### src/rtl/hs_bus_arbiter_if.sv
// Bundles the requester-side and server-side four-phase handshakes of the arbiter.
// The master modport is the arbiter's view; slave is the view of the attached environment.
interface hs_bus_arbiter_if #(
  parameter int N_CLIENTS = 4,
  parameter int DATA_W    = 4
);
  logic [N_CLIENTS-1:0] cli_ready;
  logic [N_CLIENTS-1:0] cli_srv_ready;
  logic [DATA_W-1:0]    cli_data;
  logic                 srv_client_ready;
  logic                 srv_server_ready;
  logic [DATA_W-1:0]    srv_data;

  modport master (
    input  cli_ready,
    output cli_srv_ready,
    output cli_data,
    output srv_client_ready,
    input  srv_server_ready,
    input  srv_data
  );

  modport slave (
    output cli_ready,
    input  cli_srv_ready,
    input  cli_data,
    input  srv_client_ready,
    output srv_server_ready,
    output srv_data
  );
endinterface

### src/rtl/hs_bus_arbiter.sv
// Round-robin arbiter sharing one four-phase data server among N_CLIENTS requesters.
// Every output is a register; the server handshake always runs to completion.
module hs_bus_arbiter #(
  parameter int N_CLIENTS = 4,
  parameter int DATA_W    = 4,
  localparam int IDW      = $clog2(N_CLIENTS)
) (
  input  logic                 clk,
  input  logic                 rst_n,
  hs_bus_arbiter_if.master     bus,
  output logic [IDW-1:0]       grant_id,
  output logic                 busy,
  output logic [15:0]          xfer_count
);

  typedef enum logic [1:0] {IDLE, REQ, RESP, DRAIN} state_t;

  state_t               state_q, state_d;
  logic [IDW-1:0]       ptr_q, ptr_d;
  logic [IDW-1:0]       grant_q, grant_d;
  logic                 abort_q, abort_d;
  logic                 srv_req_q, srv_req_d;
  logic [N_CLIENTS-1:0] ack_q, ack_d;
  logic [DATA_W-1:0]    data_q, data_d;
  logic                 busy_q, busy_d;
  logic [15:0]          cnt_q, cnt_d;

  logic                 found;
  logic [IDW-1:0]       win;
  int                   j;

  function automatic logic [IDW-1:0] next_idx(input logic [IDW-1:0] i);
    return (int'(i) == N_CLIENTS - 1) ? '0 : i + 1'b1;
  endfunction

  // Search ptr, ptr+1, ... (mod N_CLIENTS) for the first pending request
  always_comb begin
    found = 1'b0;
    win   = '0;
    j     = 0;
    for (int k = 0; k < N_CLIENTS; k++) begin
      j = int'(ptr_q) + k;
      if (j >= N_CLIENTS) j = j - N_CLIENTS;
      if (!found && bus.cli_ready[j]) begin
        found = 1'b1;
        win   = IDW'(j);
      end
    end
  end

  always_comb begin
    state_d   = state_q;
    ptr_d     = ptr_q;
    grant_d   = grant_q;
    abort_d   = abort_q;
    srv_req_d = srv_req_q;
    ack_d     = ack_q;
    data_d    = data_q;
    busy_d    = busy_q;
    cnt_d     = cnt_q;
    unique case (state_q)
      IDLE: begin
        if (found) begin
          grant_d   = win;
          abort_d   = 1'b0;
          srv_req_d = 1'b1;
          busy_d    = 1'b1;
          state_d   = REQ;
        end
      end
      REQ: begin
        if (bus.srv_server_ready) begin
          srv_req_d = 1'b0;
          if (abort_q || !bus.cli_ready[grant_q]) begin
            state_d = DRAIN;
          end else begin
            data_d         = bus.srv_data;
            ack_d          = '0;
            ack_d[grant_q] = 1'b1;
            state_d        = RESP;
          end
        end else if (!bus.cli_ready[grant_q]) begin
          // Requester gave up; finish the server handshake but deliver nothing
          abort_d = 1'b1;
        end
      end
      RESP: begin
        if (!bus.cli_ready[grant_q] && !bus.srv_server_ready) begin
          ack_d   = '0;
          cnt_d   = cnt_q + 16'd1;
          ptr_d   = next_idx(grant_q);
          busy_d  = 1'b0;
          state_d = IDLE;
        end
      end
      DRAIN: begin
        if (!bus.srv_server_ready) begin
          ptr_d   = next_idx(grant_q);
          busy_d  = 1'b0;
          state_d = IDLE;
        end
      end
      default: state_d = IDLE;
    endcase
  end

  always_ff @(posedge clk or negedge rst_n) begin
    if (!rst_n) begin
      state_q   <= IDLE;
      ptr_q     <= '0;
      grant_q   <= '0;
      abort_q   <= 1'b0;
      srv_req_q <= 1'b0;
      ack_q     <= '0;
      data_q    <= '0;
      busy_q    <= 1'b0;
      cnt_q     <= '0;
    end else begin
      state_q   <= state_d;
      ptr_q     <= ptr_d;
      grant_q   <= grant_d;
      abort_q   <= abort_d;
      srv_req_q <= srv_req_d;
      ack_q     <= ack_d;
      data_q    <= data_d;
      busy_q    <= busy_d;
      cnt_q     <= cnt_d;
    end
  end

  assign bus.cli_srv_ready    = ack_q;
  assign bus.cli_data         = data_q;
  assign bus.srv_client_ready = srv_req_q;
  assign grant_id             = grant_q;
  assign busy                 = busy_q;
  assign xfer_count           = cnt_q;

endmodule

### src/flat_wrapper.sv
// flat-port wrapper written by rule: the top's interface ports become plain ports
module hs_bus_arbiter_flat 
#(
  parameter int N_CLIENTS = 4,
  parameter int DATA_W    = 4,
  localparam int IDW      = $clog2(N_CLIENTS)
)
  (clk, rst_n, grant_id, busy, xfer_count, bus_cli_ready, bus_cli_srv_ready, bus_cli_data, bus_srv_client_ready, bus_srv_server_ready, bus_srv_data);
  hs_bus_arbiter_if #(.N_CLIENTS(N_CLIENTS), .DATA_W(DATA_W)) bus_i ();
  input  logic clk;
  input  logic rst_n;
  output logic [IDW-1:0] grant_id;
  output logic busy;
  output logic [15:0] xfer_count;
  input wire logic [$bits(bus_i.cli_ready)-1:0] bus_cli_ready;
  output wire logic [$bits(bus_i.cli_srv_ready)-1:0] bus_cli_srv_ready;
  output wire logic [$bits(bus_i.cli_data)-1:0] bus_cli_data;
  output wire logic [$bits(bus_i.srv_client_ready)-1:0] bus_srv_client_ready;
  input wire logic [$bits(bus_i.srv_server_ready)-1:0] bus_srv_server_ready;
  input wire logic [$bits(bus_i.srv_data)-1:0] bus_srv_data;
  assign bus_i.cli_ready = bus_cli_ready;
  assign bus_cli_srv_ready = bus_i.cli_srv_ready;
  assign bus_cli_data = bus_i.cli_data;
  assign bus_srv_client_ready = bus_i.srv_client_ready;
  assign bus_i.srv_server_ready = bus_srv_server_ready;
  assign bus_i.srv_data = bus_srv_data;
  hs_bus_arbiter #(.N_CLIENTS(N_CLIENTS), .DATA_W(DATA_W)) u_core (.clk(clk), .rst_n(rst_n), .bus(bus_i), .grant_id(grant_id), .busy(busy), .xfer_count(xfer_count));
endmodule
### config.mk
export PLATFORM = sky130hd
export DESIGN_NAME = hs_bus_arbiter_flat
export DESIGN_NICKNAME = d
export VERILOG_FILES = /design/src/rtl/hs_bus_arbiter_if.sv /design/src/rtl/hs_bus_arbiter.sv /design/src/flat_wrapper.sv
export SDC_FILE = /design/constraint.sdc
export NUM_CORES = 1
export LEC_CHECK = 0
export ABC_AREA = 1
export BUFFER_PORTS_ARGS = -buffer_cell sky130_fd_sc_hd__buf_2
export CAP_MARGIN = 30
export CORE_MARGIN = 4
export CORE_UTILIZATION = 49
export CTS_BUF_LIST = sky130_fd_sc_hd__clkbuf_16
export DETAILED_ROUTE_END_ITERATION = 6
export GPL_TIMING_DRIVEN = 0
export PLACE_DENSITY = 0.72
export SLEW_MARGIN = 20
export SYNTH_ARGS = -nofsm -noshare
export SYNTH_HDL_FRONTEND = slang
export SYNTH_SLANG_ARGS = --single-unit
### constraint.sdc
create_clock -name clk -period 1.65 [get_ports clk]
set_input_delay 0.0825 -clock clk [delete_from_list [all_inputs] [get_ports clk]]
set_output_delay 0.0825 -clock clk [all_outputs]
set_load 0.1 [all_outputs]
Word level (Yosys, flattened, before mapping)
Cells that the tools add are included.
{ "word_totals": {"register_bits": 33, "out_inout_bits": 28, "elab_cells": 117} }
{ "classes": {"addsub": 9, "n_lt_le_gt_ge": 10, "eq_ne": 11, "n_mux": 52, "bitwise_logic": 1, "reduce_logical": 25} }
{ "ops": {"columns": ["operator", "n"], "rows": [
  ["32-bit by 4-bit less-than comparator with 1-bit output, second input constant", 4],
  ["32-bit two-way mux", 4],
  ["32-bit by 4-bit greater-or-equal comparator with 1-bit output, second input constant", 3],
  ["32-bit by 4-bit subtractor with 32-bit output, second input constant", 3],
  ["1-bit two-way mux", 22],
  ["2-bit two-way mux", 11],
  ["16-bit by 1-bit adder with 16-bit output, second input constant", 1],
  ["4-bit AND reduction", 4],
  ["4-bit two-way mux", 3],
  ["1-bit binary-select mux with 2-bit select", 5],
  ["2-bit inequality test, second input constant", 5],
  ["3-bit AND reduction", 3],
  ["2-bit one-hot mux with 4 select lines", 1],
  ["4-bit one-hot mux with 2 select lines", 1],
  ["2-bit by 2-bit adder with 3-bit output, second input constant", 2],
  ["2-bit nonzero test", 3],
  ["1-bit logical AND", 5],
  ["1-bit logical NOT", 5],
  ["2-bit by 1-bit == test with 1-bit output, second input constant", 2],
  ["2-bit == test, second input constant", 2],
  ["2-bit by 1-bit inequality test with 1-bit output, second input constant", 2],
  ["1-bit one-hot mux with 2 select lines", 2],
  ["2-bit one-hot mux with 2 select lines", 1],
  ["2-bit AND reduction", 2],
  ["12 further kinds", 12]
]} }

Depth between registers and ports, before layout
{ "depth": {"depth_word": 17, "ltp_mapped": 12, "mapped_depth_nobuf": 11} }

Least setup slack after synthesis
Ideal clock, no wire load.
{ "synth_timing": {"kind": "register -> register", "start": "register u_core.grant_q[0] (netlist: u_core.grant_id[0])", "end": "register u_core.cnt_q[4] (netlist: u_core.xfer_count[4])", "setup_ps": 159, "arrival_ps": 1941, "required_ps": 1491, "path_slack_ps": -450, "path_stages_with_launch": 11, "period_less_slack_ps": 2100, "cell_sequence": "dfrtp_1 inv_2 nand2_1 nand3_2 nand2_4 nand3_4 inv_2 buf_6 nand2_4 nor2_4 xor2_2"} }
{ "synth_via": {"elab_chain_cells": 5} }
{ "synth_rtl": {"columns": ["element", "line", "source"], "rows": [
  ["from (decl)", "hs_bus_arbiter.sv:20", "logic [IDW-1:0] grant_q, grant_d;"],
  ["from (signal assigned)", "hs_bus_arbiter.sv:121", "grant_q <= grant_d;"],
  ["1-bit binary-select mux with 2-bit select", "hs_bus_arbiter.sv:88", "if (!bus.cli_ready[grant_q] && !bus.srv_server_ready) begin"],
  ["1-bit two-way mux (implied by the code)", "hs_bus_arbiter.sv:88", null],
  ["1-bit logical NOT", null, null],
  ["1-bit logical AND", "hs_bus_arbiter.sv:88", null],
  ["2-bit AND reduction (no line)", null, null],
  ["to (signal assigned)", "hs_bus_arbiter.sv:127", "cnt_q <= cnt_d;"],
  ["to (decl)", "hs_bus_arbiter.sv:26", "logic [15:0] cnt_q, cnt_d;"]
]} }
Every way passes these cells. The select of a mux whose other input is x is not followed.
A chain may end at the register's enable or synchronous reset.

Worst setup path after layout
{ "layout_timing": {"start": "register u_core.grant_q[0] (netlist: u_core.grant_id[0])", "end": "register u_core.data_q[0] (netlist: u_core.bus.cli_data[0])"} }
{ "layout_via": {"elab_chain_cells": 6} }
{ "layout_rtl": {"columns": ["element", "line", "source"], "rows": [
  ["1-bit binary-select mux with 2-bit select", "hs_bus_arbiter.sv:74", "if (abort_q || !bus.cli_ready[grant_q]) begin"],
  ["1-bit two-way mux (implied by the code)", "hs_bus_arbiter.sv:74", null],
  ["1-bit logical NOT", null, null],
  ["1-bit logical OR", "hs_bus_arbiter.sv:74", null],
  ["1-bit NOT (no line)", null, null],
  ["3-bit AND reduction (no line)", null, null],
  ["to (signal assigned)", "hs_bus_arbiter.sv:125", "data_q <= data_d;"],
  ["to (decl)", "hs_bus_arbiter.sv:24", "logic [DATA_W-1:0] data_q, data_d;"]
]} }
Every way passes these cells. The select of a mux whose other input is x is not followed.

==> run summary <==
CTS Root Cell: clkbuf_16
CTS tree: done
Synth unique cells: 28
Synth top area cells: dfrtp_1, nand2_1, inv_1
Post-synth EDFFs: 0
First-pass GRT wire length: 7070 um
Hold crit path type: input pin to register
Buf/Inv on CP: 2
Final core occ: 65.1%
Antenna Nets Post-Route: 0
Fin. Hold Viols: 0
Die ar.: 0.00507 mm^2
Antenna violations before repair: 0
Post-Layout Cell Count: 353
R2R depth: 8
Most frequent cell after synthesis: nand2_1
Switching share of power: 54.2%
Synth top cells by count: nand2_1, dfrtp_1, inv_1
WP data required: 1840 ps
DR DRC count: 0
Chip Width: 71.2 um
R2R Path Start: u_core.grant_id[0]
Family with the most delay on the worst path: flip-flops
Lkg Pwr: 0.00129 uW
Vias in the first global route: 1548
Gr ovfl total: 0
Via Count: 1722
Maximum clock path buffer count: 2
Maxcap violations: 0
Slowest cell on crit path: dfrtp_4
Sequential share of the synthesized area: 42.2%
Skew final: 3.77 ps
Internal power: 2480 uW
CTS H-tree depth: 2
RR Endpoint: u_core.bus.cli_data[0]
Synth Instances: 255
Initial Utilization: 51.9%
Ys flop type: dfrtp_1
Synth area leader: dfrtp_1
Pwr/cell area: 2200 mW/mm^2
Total core area: 0.00377 mm^2
Fmax: 649 MHz
Placed insts: 341
Crit. End Element: register
WS Path Type: register to register
Sequential power share: 24.8%
Syn avg cell area: 7.67 um^2
Hold Path End: u_core.bus.cli_data[2]
Ant diodes: 0
Routed WL: 4200 um
Final period util: 93.3%
Clock buffer count from CTS: 5
CTS clk-pin slew, worst paths: 50 ps
Status: completed
Ys async rst share: 100%
Minimum clock period: 1540 ps
Largest net degree at the start of global routing: 34
Switching power: 2930 uW
CP max FO: 10
WHS Path Cells: 3
Yosys reg bits: 33
Share of cells above drive strength 1: 28.5%
Register-to-register setup slack: 110 ps
Mapped Nets: 271
Yosys top cell area share: 42.2%
DR vias/cell: 4.88
# port buffers: 38
Fillers: 342
Least-Margin Pin Slew: 734 ps
Launching element type of the critical path: register
Routed len/inst: 11.9 um
Crit path DAT: 1730 ps
Drt pass-1 iters: 5
Die height: 71.2 um
Area growth syn-to-layout: 25.4%
Maximum vdd drop: 1090 uV
Post-Syn Area: 0.00196 mm^2
Routability cong.: 0.873
CTS Sinks: 33
Power share of the clock group: 18.9%
Critical path's largest stage delay: 520 ps
Clock latency at the later pin of the worst-skew pair: 270 ps
Gr usage total: 17.2%
Row cnt: 22
Hpwl dp: 3130 um
Final Slew Violations: 0
Total power: 5400 uW
CP most frequent cell: nand3_2
CP cell instances: inv_4 > nand2_1 > nand3_2 > nand2_4 > nor2_1 > nand3_2 > buf_4 > o21ai_0
Yosys warns: 0
Relative slew slack: 51.1%
Fin nets: 320
I/O pins: 39
Combinational fraction of design power: 56.3%
Min-delay src: bus_srv_data[2]
Final setup vio count: 0
Initial DRC count: 97
[repair_timing]
item / in CTS / in global routing
setup endpoints to repair: 0 / 13
buffers inserted: 0 / 3
resized for setup: 0 / 9
endpoints found under the hold margin: 33 / 0
hold buffers: 1 / 0
[routing by layer]
layer	vias up	track usage [%]	share of wire, %
met2	34	26.6	45
met1	781	23.9	49
met4	0	5.85	1.2
met3	5	3.69	4.8
li1	902	-	-
met5	-	0	0
[logic make-up after synthesis]
| kind of cell | count (synthesis) | share of synthesized area (%) |
|---|---|---|
| flip-flops | 33 | 42.2 |
| AO/OA/AOI/OAI | 22 | 5.82 |
| adder cells (fa/ha/maj) | 5 | 3.20 |
| XOR/XNOR | 15 | 7.10 |
| buffers and inverters | 38 | 8.12 |
| AND/OR/NAND/NOR | 142 | 33.6 |
[flip-flops by register name (all words and copies together), names as in the netlist]
register,flops
u_core.grant_id,2
u_core.bus.srv_client_ready,1
u_core.xfer_count,16
u_core.bus.cli_data,4
u_core.ptr_q,2
u_core.bus.cli_srv_ready,4
u_core.state_q,2
u_core.busy,1
u_core.abort_q,1
[how the worst max path moves through the flow]
stage                         start                      to  slack, ps  cells after the start
2_1_floorplan  u_core.xfer_count[3]   u_core.xfer_count[14]         30                      6
3_3_place_gp     u_core.grant_id[0]  u_core.bus.cli_data[1]         80                      9
3_5_place_dp     u_core.grant_id[0]  u_core.bus.cli_data[1]         -6                      8
4_1_cts          u_core.grant_id[0]  u_core.bus.cli_data[0]          3                      8
5_1_grt          u_core.grant_id[0]  u_core.bus.cli_data[3]        -20                      8
6_report         u_core.grant_id[0]  u_core.bus.cli_data[0]        110                      8
[through the flow]
stage	setup TNS (ps)	hold WS [ps]	worst slack, ps	cell area, um^2
after floorplan	0	-213	33.2	1990
after global placement	0	176	77.7	2240
after detailed placement	-6.22	186	-6.22	2240
after CTS	0	70.7	3.09	2420
after global routing	-51.7	71.7	-21.1	2450
final	0	67.3	110	2450
[tightest hold or removal path, delay by kind of cell]
kind	cells	cell delay, ps
buffers and inverters	2	140
AO/OA/AOI/OAI	1	70
[power by group through the flow]
stage	Sequential, uW	Combinational, uW	Clock (uW)
after floorplan	2620	1170	0
after global placement	1330	2930	0
after detailed placement	1340	2970	0
after CTS	1330	2980	1030
after global routing	1380	3280	1080
final	1340	3040	1020
[area by class of cell]
class	instances	area, um^2	area share, %
Clock buffer	5	125	5.10
Timing Repair Buffer	42	223	9.08
Buffer	4	35.0	1.43
Tap cell	48	60.1	2.45
Sequential cell	33	858	35.0
Clock inverter	3	37.5	1.53
Inverter	34	133	5.41
Multi-Input combinational cell	184	982	40.0
[cell usage in the layout, fill, tap and decap left out, drive strengths merged, types with 6 or more instances in the layout]
master / netlist / final
nand3: 22 / 22
nand2: 90 / 90
dfrtp: 33 / 33
nand4: 6 / 6
buf: 4 / 45
xnor2: 10 / 10
inv: 34 / 35
o21ai: 18 / 18
nor2: 16 / 16
No activity file was read; power rests on OpenSTA's default activity.
